===== config.mk =====
export PLATFORM = sky130hd
export DESIGN_NAME = dsp_post_adder
export DESIGN_NICKNAME = d
export VERILOG_FILES = /design/src/rtl/dsp48a1_pkg.sv /design/src/rtl/dsp_reg_ce.sv /design/src/rtl/dsp_post_adder.sv
export SDC_FILE = /design/constraint.sdc
export NUM_CORES = 1
export LEC_CHECK = 0
export CAP_MARGIN = 20
export CORE_MARGIN = 2
export CORE_UTILIZATION = 35
export DETAILED_ROUTE_END_ITERATION = 10
export HOLD_SLACK_MARGIN = 0.05
export SETUP_SLACK_MARGIN = 0.5
export SLEW_MARGIN = 20
export SYNTH_ARGS = -nofsm -noshare
export SYNTH_HDL_FRONTEND = slang
export SYNTH_SLANG_ARGS = --single-unit

===== constraint.sdc =====
create_clock -name CLK -period 15.9 [get_ports CLK]
set_input_delay 3.18 -clock CLK [delete_from_list [all_inputs] [get_ports CLK]]
set_output_delay 3.18 -clock CLK [all_outputs]
set_load 0.01 [all_outputs]

===== src/rtl/dsp48a1_pkg.sv =====
// Shared constants for the DSP48A1 slice datapath: operand widths and
// the OPMODE X/Z select encodings used by the post-adder stage.
// Latency: n/a (package). Backpressure: n/a.
package dsp48a1_pkg;

  localparam int P_W = 48;  // post-adder / P width
  localparam int M_W = 36;  // multiplier product width

  // X mux select, OPMODE[1:0]
  localparam logic [1:0] X_ZERO = 2'd0;
  localparam logic [1:0] X_M    = 2'd1;
  localparam logic [1:0] X_P    = 2'd2;
  localparam logic [1:0] X_DAB  = 2'd3;

  // Z mux select, OPMODE[3:2]
  localparam logic [1:0] Z_ZERO = 2'd0;
  localparam logic [1:0] Z_PCIN = 2'd1;
  localparam logic [1:0] Z_P    = 2'd2;
  localparam logic [1:0] Z_C    = 2'd3;

endpackage


===== src/rtl/dsp_reg_ce.sv =====
// Width-parameterised register with synchronous reset, clock enable and
// optional bypass. Latency: 1 cycle, or 0 when BYPASS=1. Backpressure: none (ce holds).
// Ports: clk, rst (sync, active-high, wins over ce), ce, d -> q (bypass-muxed), q_reg (always the flop).
module dsp_reg_ce #(
  parameter int W      = 48,
  parameter int BYPASS = 0
) (
  input  logic         clk,
  input  logic         rst,
  input  logic         ce,
  input  logic [W-1:0] d,
  output logic [W-1:0] q,
  output logic [W-1:0] q_reg
);

  always_ff @(posedge clk) begin
    if (rst)
      q_reg <= '0;
    else if (ce)
      q_reg <= d;
  end

  // The flop exists even in bypass mode so feedback users always see a registered value.
  assign q = (BYPASS != 0) ? d : q_reg;

endmodule


===== src/rtl/dsp_post_adder.sv =====
// Post-adder/subtracter and P output register of the DSP48A1 slice.
// Latency: 1 cycle with PREG=1, 0 with PREG=0 (feedback always 1). Backpressure: none; CEP/CECARRYIN hold.
// Ports: CLK; RSTP/CEP and RSTCARRYIN/CECARRYIN for the P and carry
// registers; OPMODE, CIN, Cmux, M, DAB, PCIN operands; P/PCOUT and
// CARRYOUT/CARRYOUTF results. Macro DSP_CARRYOUT_EN enables the carry-out path;
// when undefined, CARRYOUT/CARRYOUTF are tied to 0.
module dsp_post_adder
  import dsp48a1_pkg::*;
#(
  parameter int PREG        = 1,
  parameter int CARRYOUTREG = 1
) (
  input  logic           CLK,
  input  logic           RSTP,
  input  logic           RSTCARRYIN,
  input  logic           CEP,
  input  logic           CECARRYIN,
  input  logic [7:0]     OPMODE,
  input  logic           CIN,
  input  logic [P_W-1:0] Cmux,
  input  logic [M_W-1:0] M,
  input  logic [P_W-1:0] DAB,
  input  logic [P_W-1:0] PCIN,
  output logic [P_W-1:0] P,
  output logic [P_W-1:0] PCOUT,
  output logic           CARRYOUT,
  output logic           CARRYOUTF
);

  logic [P_W-1:0] x_sel;
  logic [P_W-1:0] z_sel;
  logic [P_W-1:0] p_reg;
  logic [P_W:0]   x_cin;
  logic [P_W:0]   result;
  logic [P_W-1:0] sum;
  logic           co;

  // Feedback reads p_reg, never P, so PREG=0 cannot close a combinational loop.
  always_comb begin
    x_sel = '0;
    case (OPMODE[1:0])
      X_ZERO:  x_sel = '0;
      X_M:     x_sel = {{(P_W-M_W){1'b0}}, M};
      X_P:     x_sel = p_reg;
      X_DAB:   x_sel = DAB;
      default: x_sel = '0;
    endcase
  end

  always_comb begin
    z_sel = '0;
    case (OPMODE[3:2])
      Z_ZERO:  z_sel = '0;
      Z_PCIN:  z_sel = PCIN;
      Z_P:     z_sel = p_reg;
      Z_C:     z_sel = Cmux;
      default: z_sel = '0;
    endcase
  end

  // 49-bit arithmetic; bit 48 is carry on add and borrow on subtract.
  always_comb begin
    x_cin  = {1'b0, x_sel} + {{P_W{1'b0}}, CIN};
    result = OPMODE[7] ? ({1'b0, z_sel} - x_cin) : ({1'b0, z_sel} + x_cin);
  end

  assign sum = result[P_W-1:0];
  assign co  = result[P_W];

  dsp_reg_ce #(
    .W      (P_W),
    .BYPASS ((PREG == 0) ? 1 : 0)
  ) u_p_reg (
    .clk   (CLK),
    .rst   (RSTP),
    .ce    (CEP),
    .d     (sum),
    .q     (P),
    .q_reg (p_reg)
  );

  assign PCOUT = P;

`ifdef DSP_CARRYOUT_EN
  logic cy_q;
  logic cy_reg;

  dsp_reg_ce #(
    .W      (1),
    .BYPASS ((CARRYOUTREG == 0) ? 1 : 0)
  ) u_cy_reg (
    .clk   (CLK),
    .rst   (RSTCARRYIN),
    .ce    (CECARRYIN),
    .d     (co),
    .q     (cy_q),
    .q_reg (cy_reg)
  );

  assign CARRYOUT  = cy_q;
  assign CARRYOUTF = cy_q;

  // cy_reg is only consumed through q; OPMODE[6:4] carry no function here.
  logic unused_bits;
  assign unused_bits = ^{OPMODE[6:4], cy_reg};
`else
  assign CARRYOUT  = 1'b0;
  assign CARRYOUTF = 1'b0;

  // Carry path removed: its controls and the adder carry have no consumer.
  logic unused_bits;
  assign unused_bits = ^{OPMODE[6:4], RSTCARRYIN, CECARRYIN, co, CARRYOUTREG[0]};
`endif

endmodule

### Word level (Yosys, flattened, before mapping)

Cells that the tools add are included.

* add/subtract/negate cells: 3
* multipliers: 0
* divide/modulo/power cells: 0
* $lt $le $gt $ge: 0
* equal/unequal tests: 6
* shifts and indexed selects: 0
* muxes and demuxes: 3
* bitwise logic cells: 0
* reductions and logical operators: 2

Operators with widths (count)
* case mux 48 bit (4 select lines): 2
* adder 48 x 1 -> 48 bit: 1
* adder 48 bit: 1
* two-way mux 48 bit: 1
* subtractor 48 bit: 1
* == test 2 bit (second input constant): 4
* == test 2 x 1 -> 1 bit (second input constant): 2
* zero test 2 bit: 2

* bits in registers: 48
* latch bits: 0
* RAM bits: 0
* bits in read-only memories: 0
* output and inout port bits: 98
* memories kept: 0

### Logic depth before layout (Yosys ltp)

Gate-level depths: netlist of run 1.

* depth after elaboration: 5
* mapped depth: 34

### Cells and area by module

Synthesis of run 1 repeated with hierarchy kept, for this count alone.

* cells, all modules: 1266
* area, all modules: 9775.6 um^2

Modules (own cells, without submodules)
* dsp_post_adder: times used 1, cells each 1063, area an instance 7686.1 um^2
* dsp_reg_ce: times used 1, cells each 203, area an instance 2089.5 um^2

### Worst setup path before layout of run 1

No wires, ideal clock.

* kind: input to register
* start: input OPMODE[1]
* end: register u_p_reg.q_reg[41] (netlist: u_p_reg.q[41])
* setup time: 0.083 ns
* data arrival time: 9.637 ns
* slack: 6.181 ns
* cell stages on the path: 31
* path buffers: 5
* cells stage by stage: buf_6 -> buf_6 -> buf_6 -> buf_4 -> clkbuf_1 -> mux2i_1 -> o21ai_0 -> ha_1 -> ha_1 -> and2_1 -> a32o_1 -> or3b_1 -> nor3_1 -> o211ai_2 -> nor4_1 -> nor4b_4 -> nor2_1 -> xor2_1 -> ha_1 -> and3_1 -> and3_1 -> nor2b_1 -> nand2_1 -> nor2_1 -> a2111oi_0 -> a21oi_1 -> o21a_1 -> o21a_1 -> or2_2 -> a311o_1 -> o221ai_1

* word-level cells in the longest chain between the ends: 5
* elaborated cells between the ends (all ways): 9

RTL lines
* start: declaration: line dsp_post_adder.sv:18 `input logic [7:0] OPMODE,`
* == test 2 bit, or another cell as far along: line dsp_post_adder.sv:41 `case (OPMODE[1:0])`
* case mux 48 bit (4 select lines) *: line dsp_post_adder.sv:41
* adder 48 x 1 -> 48 bit *: line dsp_post_adder.sv:63 `x_cin = {1'b0, x_sel} + {{P_W{1'b0}}, CIN};`
* adder 48 bit / subtractor 48 bit (equally long branches): line dsp_post_adder.sv:64 `result = OPMODE[7] ? ({1'b0, z_sel} - x_cin) : ({1'b0, z_sel} + x_cin);`
* two-way mux 48 bit *: line dsp_post_adder.sv:64
* end signal: assignment: line dsp_reg_ce.sv:18 `q_reg <= '0;`
* end signal: assignment: line dsp_reg_ce.sv:20 `q_reg <= d;`
* end: declaration: line dsp_reg_ce.sv:13 `output logic [W-1:0] q_reg`

Every way passes the cells marked *; elsewhere a longest branch is shown, timed or not.
A chain may end at the register's enable or synchronous reset.

### Final worst setup path of run 1

* start: input OPMODE[1]
* end: register u_p_reg.q_reg[47] (netlist: u_p_reg.q[47])

Same word-level chain as after synthesis.

==> results of run 1 <==
==> metrics by stage <==
stage                       util  total power, mW  setup slack, ns  hold slack, ns  area, um2
after floorplan                -           0.6249            6.181          0.5169       9525
after global placement    0.4542           0.8317            4.945          0.5189      12170
after detailed placement  0.4542           0.8371            4.844          0.5319      12170
after CTS                 0.4592           0.9540            5.166          0.5435      12310
after global routing      0.4592            1.028            4.418          0.5795      12310
final                     0.4592           0.9519            5.081          0.5481      12310
==> tightest hold or removal path: stages, from the launching register on <==
cell and delay (ns):
dfxtp_1 0.36, nand2_1 0.08, o31ai_1 0.06
==> per-layer routing <==
metal / share of wire / global-route usage / up-vias
met5: 0 / 0 / -
met4: 0.0061 / 0.03073 / 0
met3: 0.066 / 0.03063 / 13
met2: 0.45 / 0.3646 / 336
met1: 0.48 / 0.3096 / 4563
li1: - / - / 4840
==> power groups by stage <==
stage          Sequential, mW  Combinational [mW]  Clock [mW]
2_1_floorplan           0.192               0.433           0
4_1_cts                 0.194               0.645       0.115
3_5_place_dp            0.197               0.641           0
5_1_grt                 0.200               0.708       0.120
6_report                0.193               0.647       0.112
3_3_place_gp            0.196               0.636           0
==> cell usage in the layout (no fill, tap or decap), types with 6 or more instances in the layout <==
cell type          n
a21o_1            39
a22oi_1           24
nor2b_1           18
xnor2_1           73
and3_1            14
nor3_1            22
a21oi_1           69
nand4_1           23
o31ai_1            7
ha_1              51
mux2_2            92
a22oi_2            8
nand3_1           20
dfxtp_1           48
o21a_1             9
o22ai_1            9
nand2_1           62
mux2i_1           41
nand2b_1          20
buf_4             16
or2_2              7
nand3b_1           8
nor3_2             6
xor2_1            38
clkdlybuf4s50_1  278
o21ai_0           30
nor4_1            15
a22o_1            55
nor3b_1            8
nor4_4             6
nor2_1           112
or3_1             15
buf_2              6
a31oi_1           17
and2_1            11
inv_1             16
==> kinds of logic after synthesis <==
group	share of synthesized area
AND/OR/NAND/NOR	0.2434
AO/OA/AOI/OAI	0.2448
multiplexers	0.1557
buffers and inverters	0.08187
XOR/XNOR	0.1038
adder cells (fa/ha/maj)	0.06912
flip-flops	0.1009
other	0.0003938
==> worst min path at each step <==
stage               slack [ns]  cells past startpoint                         end                       start
detailed placement        0.53                      2  u_p_reg.q[36]$_SDFFE_PP0P_  u_p_reg.q[36]$_SDFFE_PP0P_
CTS                       0.54                      2  u_p_reg.q[36]$_SDFFE_PP0P_  u_p_reg.q[36]$_SDFFE_PP0P_
floorplan                 0.52                      2  u_p_reg.q[36]$_SDFFE_PP0P_  u_p_reg.q[36]$_SDFFE_PP0P_
finish                    0.55                      2  u_p_reg.q[36]$_SDFFE_PP0P_  u_p_reg.q[36]$_SDFFE_PP0P_
global placement          0.52                      2  u_p_reg.q[36]$_SDFFE_PP0P_  u_p_reg.q[36]$_SDFFE_PP0P_
global route              0.58                      2  u_p_reg.q[36]$_SDFFE_PP0P_  u_p_reg.q[36]$_SDFFE_PP0P_
==> final cells by class <==
| class | count | share of cell area |
|---|---|---|
| Sequential cell | 48 | 0.07808 |
| Clock buffer | 6 | 0.01047 |
| Timing Repair Buffer | 300 | 0.2383 |
| Inverter | 16 | 0.004880 |
| Tap cell | 341 | 0.03467 |
| Multi-Input combinational cell | 1023 | 0.6332 |
| Clock inverter | 1 | 0.0004067 |
==> results.py, run 1 <==
metrics = {
    "setup_path": {
        "critical_path_required_ns": 16.13,
        "setup.worst_path.start_class": "input port",
        "crit_slowest_cell": "nor3_2",
        "startpoint": "OPMODE[1]",
        "critPathKind": "input port to register",
        "cp.arrival_ns": 11.05,
        "timing.rr.end": "u_p_reg.q[47]$_SDFFE_PP0P_",
        "worst-path-stages": 26,
        "worstReg2RegStart": "u_p_reg.q[0]$_SDFFE_PP0P_",
        "endpoint_kind": "register",
        "r2r_cells": 26,
        "critPathTopFamily": "simple AND/OR/NAND/NOR gates",
        "cp_slowest_stage_delay_ns": 0.92,
        "endpoint": "u_p_reg.q[47]$_SDFFE_PP0P_",
        "regToRegSetupSlack_ns": 8.44,
        "cp_max_fo": 41,
        "crit_buf_inv": 3,
    },
    "global_routing": {
        "grt_max_degree": 61,
        "first_global_vias": 9375,
        "overflow": 0,
        "grt.total_usage": 0.2200,
        "grt_antenna_before_repair": 0,
        "grt_pass1_wl_mm": 50.77,
    },
    "clocking": {
        "clk_pin_slew_ns": 0.07,
        "cts_tree": "done",
        "post_cts_buffers": 0,
        "cts_hold_repair.buffers": 0,
        "ctsResizeCount": 0,
        "clock_latency_ns": 0.31,
        "htree_levels": 2,
        "clockBufferDepth": 2,
        "cts_root_buf": "clkbuf_16",
        "cts_made_buffers": 5,
        "clock_sinks": 48,
    },
    "logic_synthesis": {
        "synth_edf_count": 0,
        "yosysTopAreaCell": "mux2_2",
        "synth_area_leaders": "mux2_2 (11%), dfxtp_1 (10%), xnor2_1 (6.7%), ha_1 (6.7%), a22o_1 (5.1%)",
        "synth_top_flop_cell": "dfxtp_1",
        "synth-seq-area-share": 0.1009,
        "synth_top_area_share": 0.1088,
        "ys_ff_latch": 48,
        "synth_commonest_cells": "nor2_1 (112), mux2_2 (92), xnor2_1 (73)",
        "syn_area_per_cell_um2": 7.935,
        "synth_area_um2": 9522,
        "yosys_warnings": 0,
        "syn_inst": 1200,
        "synth_most_common_cell": "nor2_1",
        "synth.distinct_cells": 91,
        "postSynth.asyncResetShare": 0,
    },
    "sta": {
        "finalHoldViolCount": 0,
        "max_slew_margin": 0.2565,
        "fmax_mhz": 92.43,
        "setup_violations": 0,
        "tightest_slew_ns": 1.109,
        "final.setup.tns_ns": 0,
        "rsz0062_at_grt": "no",
        "fin_crit_sh": 0.6804,
        "skew_ns": 0.006555,
        "drv_slew": 0,
        "layout_min_cycle_time_ns": 10.82,
    },
    "drt": {
        "drtAntennaViolNets": 0,
        "viasPerCell": 5.621,
        "num_vias": 9752,
        "drt_iter0_drc": 694,
        "drc": 0,
        "finalWirelength_mm": 32.45,
        "avgRoutedWirePerCell_um": 18.70,
        "drt-pass1-iter-count": 6,
    },
    "placement": {
        "port-buffer-count": 284,
        "dp_cells": 1728,
        "dp_hpwl_mm": 25.56,
        "place_congestion": 0.9748,
    },
    "die": {
        "dieArea_um2": 28540,
        "die_x_um": 168.9,
        "pin_count": 292,
        "rows": 60,
        "core_area_um2": 26800,
        "start_util": 0.3553,
        "die_h_um": 168.9,
    },
    "power_and_ir_drop": {
        "p_clk_frac": 0.118,
        "p_switching_mw": 0.4198,
        "switching_share": 0.4410,
        "pwr-share-comb": 0.680,
        "p_per_area_nw_per_um2": 77.35,
        "sequentialPowerShare": 0.202,
        "p_leak_nw": 4.812,
        "ir_drop_mv": 0.04149,
        "p_int_mw": 0.5321,
    },
    "finish": {
        "seq_area_um2": 960.9,
        "drive_gt1_frac": 0.1263,
        "fillers": 2699,
        "syn2layout_area_growth_pct": 29.25,
        "largest_register_ffs": 48,
        "n_antenna_cell": 0,
        "multi_input_area_um2": 7792,
        "layout.cells.non_filler": 1735,
        "layout.nets": 1640,
    },
    "run": {
        "maxCapViolations": 0,
    },
    "hold_path": {
        "hp-class": "register to register",
    },
    "run_status": {
        "outcome": "complete, no violations",
    },
}
No activity file was read; power rests on OpenSTA's default activity.
==> inputs of run 2 (changes only) <==
clock period = 11.3 ns   (was 15.9 ns; I/O delays follow)
==> run 2 against run 1 <==
  * Via count up 0.56%
  * Non-clock buffer count is 1 lower
  * Die area unchanged
  * Worst hold slack got worse by 0.022 ns
  * First-iteration DRC count decreased by 6.2%
  * Clock power rose by 51%
  * Sequential share of layout area about the same
  * Global-route usage increased by 0.19 points
==> results.py, run 2 (synthesis results as in run 1) <==
metrics = {
    "run_status": {
        "outcome": "complete, no violations",
    },
    "sta": {
        "max_slew_margin": 0.2852,
        "finalHoldViolCount": 0,
        "drv_slew": 0,
        "worst_slack_ns": 1.307,
        "fin_crit_sh": 0.8843,
        "skew_ns": 0.009594,
        "fmax_mhz": 100.1,
        "rsz0062_at_grt": "no",
        "hold_ws_ns": 0.5262,
        "layout_min_cycle_time_ns": 9.993,
        "setup_violations": 0,
        "tightest_slew_ns": 1.066,
        "final.setup.tns_ns": 0,
    },
    "clocking": {
        "cts_hold_repair.buffers": 0,
        "clk_pin_slew_ns": 0.07,
        "htree_levels": 2,
        "cts_root_buf": "clkbuf_16",
        "cts_made_buffers": 5,
        "cts_tree": "done",
        "ctsResizeCount": 0,
        "post_cts_buffers": 0,
        "clock_latency_ns": 0.31,
        "clockBufferDepth": 2,
        "clock_sinks": 48,
    },
    "drt": {
        "finalWirelength_mm": 32.56,
        "avgRoutedWirePerCell_um": 18.78,
        "viasPerCell": 5.656,
        "drc": 0,
        "num_vias": 9807,
        "drt_iter0_drc": 651,
        "drt-pass1-iter-count": 5,
        "drtAntennaViolNets": 0,
    },
    "finish": {
        "layout_commonest_cell": "clkdlybuf4s50_1",
        "fillers": 2667,
        "final_cell_mix": "clkdlybuf4s50_1 (278), nor2_1 (112), mux2_2 (92)",
        "fin_util": 0.4596,
        "seq_area_um2": 960.9,
        "multi_input_area_um2": 7792,
        "largest_register_ffs": 48,
        "n_antenna_cell": 0,
        "stdcell_area_um2": 12320,
        "drive_gt1_frac": 0.1263,
        "syn2layout_area_growth_pct": 29.37,
        "layout.nets": 1639,
    },
    "die": {
        "die_x_um": 168.9,
        "die_h_um": 168.9,
        "pin_count": 292,
        "core_area_um2": 26800,
        "start_util": 0.3553,
        "dieArea_um2": 28540,
        "rows": 60,
    },
    "global_routing": {
        "grt_antenna_before_repair": 0,
        "grt_max_degree": 69,
        "grt.total_usage": 0.2219,
        "grt_pass1_wl_mm": 51.10,
        "first_global_vias": 9402,
        "overflow": 0,
    },
    "setup_path": {
        "crit_buf_inv": 2,
        "startpoint": "OPMODE[1]",
        "critPathKind": "input port to register",
        "cp_slowest_stage_delay_ns": 0.78,
        "critical_path_required_ns": 11.53,
        "endpoint_kind": "register",
        "setup.worst_path.start_class": "input port",
        "critPathMostFrequentCell": "nand2_1",
        "critPathTopFamily": "simple AND/OR/NAND/NOR gates",
        "cp_max_fo": 22,
        "worstReg2RegStart": "u_p_reg.q[0]$_SDFFE_PP0P_",
        "cp.arrival_ns": 10.23,
        "crit_slowest_cell": "a2111oi_0",
    },
    "placement": {
        "placed_area_um2": 12170,
        "port-buffer-count": 284,
        "dp_worst_setup_slack_ns": 1.131,
        "place_congestion": 0.9608,
        "dp_hpwl_mm": 25.82,
    },
    "power_and_ir_drop": {
        "ir_drop_mv": 0.05380,
        "p_per_area_nw_per_um2": 109.6,
        "p_leak_nw": 4.816,
    },
    "run": {
        "maxCapViolations": 0,
    },
    "hold_path": {
        "worstHoldStart": "u_p_reg.q[36]$_SDFFE_PP0P_",
        "hp-class": "register to register",
    },
}
==> run 2: power breakdown <==
part | switching, mW | leakage (nW) | internal, mW
Combinational | 0.450 | 4.34 | 0.461
Clock | 0.0756 | 0.0760 | 0.0934
Sequential | 0.0643 | 0.397 | 0.207
Total | 0.589 | 4.82 | 0.761
==> run 2: area by class of cell <==
class | instances | share of cell area
inverter | 16 | 0.004876
tap | 341 | 0.03464
clock buffer | 7 | 0.01239
multi-input combinational | 1023 | 0.6326
sequential | 48 | 0.07801
timing repair buffer | 299 | 0.2375
==> run 2: layer usage <==
| metal | global-route usage | wire length, um | share of wire | vias up |
|---|---|---|---|---|
| li1 | - | - | - | 4832 |
| met1 | 0.3151 | 15660 | 0.48 | 4634 |
| met2 | 0.3628 | 14650 | 0.45 | 325 |
| met3 | 0.03180 | 1973 | 0.061 | 16 |
| met4 | 0.03223 | 279 | 0.0086 | 0 |
| met5 | 0 | 0 | 0 | - |
==> run 2: worst min-delay path, stage by stage (launching register included) <==
cell and delay, ns:
dfxtp_1 0.35, nand2_1 0.07, o31ai_1 0.05
==> run 2: path summary, 6_finish.rpt <==
kind | endpoint | slack, ns | depth (start not counted)
worst max-delay path | u_p_reg.q[47]$_SDFFE_PP0P_ | 1.31 | 29
worst min-delay path | u_p_reg.q[36]$_SDFFE_PP0P_ | 0.53 | 2
worst max register to register | u_p_reg.q[47]$_SDFFE_PP0P_ | 3.82 | 26
worst min register to register | u_p_reg.q[36]$_SDFFE_PP0P_ | 0.53 | 2
==> run 2: per-stage QoR <==
step | instances | power (mW)
detailed placement | 1727 | 1.179
global route | 1734 | 1.452
floorplan | 1201 | 0.8793
CTS | 1734 | 1.356
global placement | 1727 | 1.170
finish | 1734 | 1.350
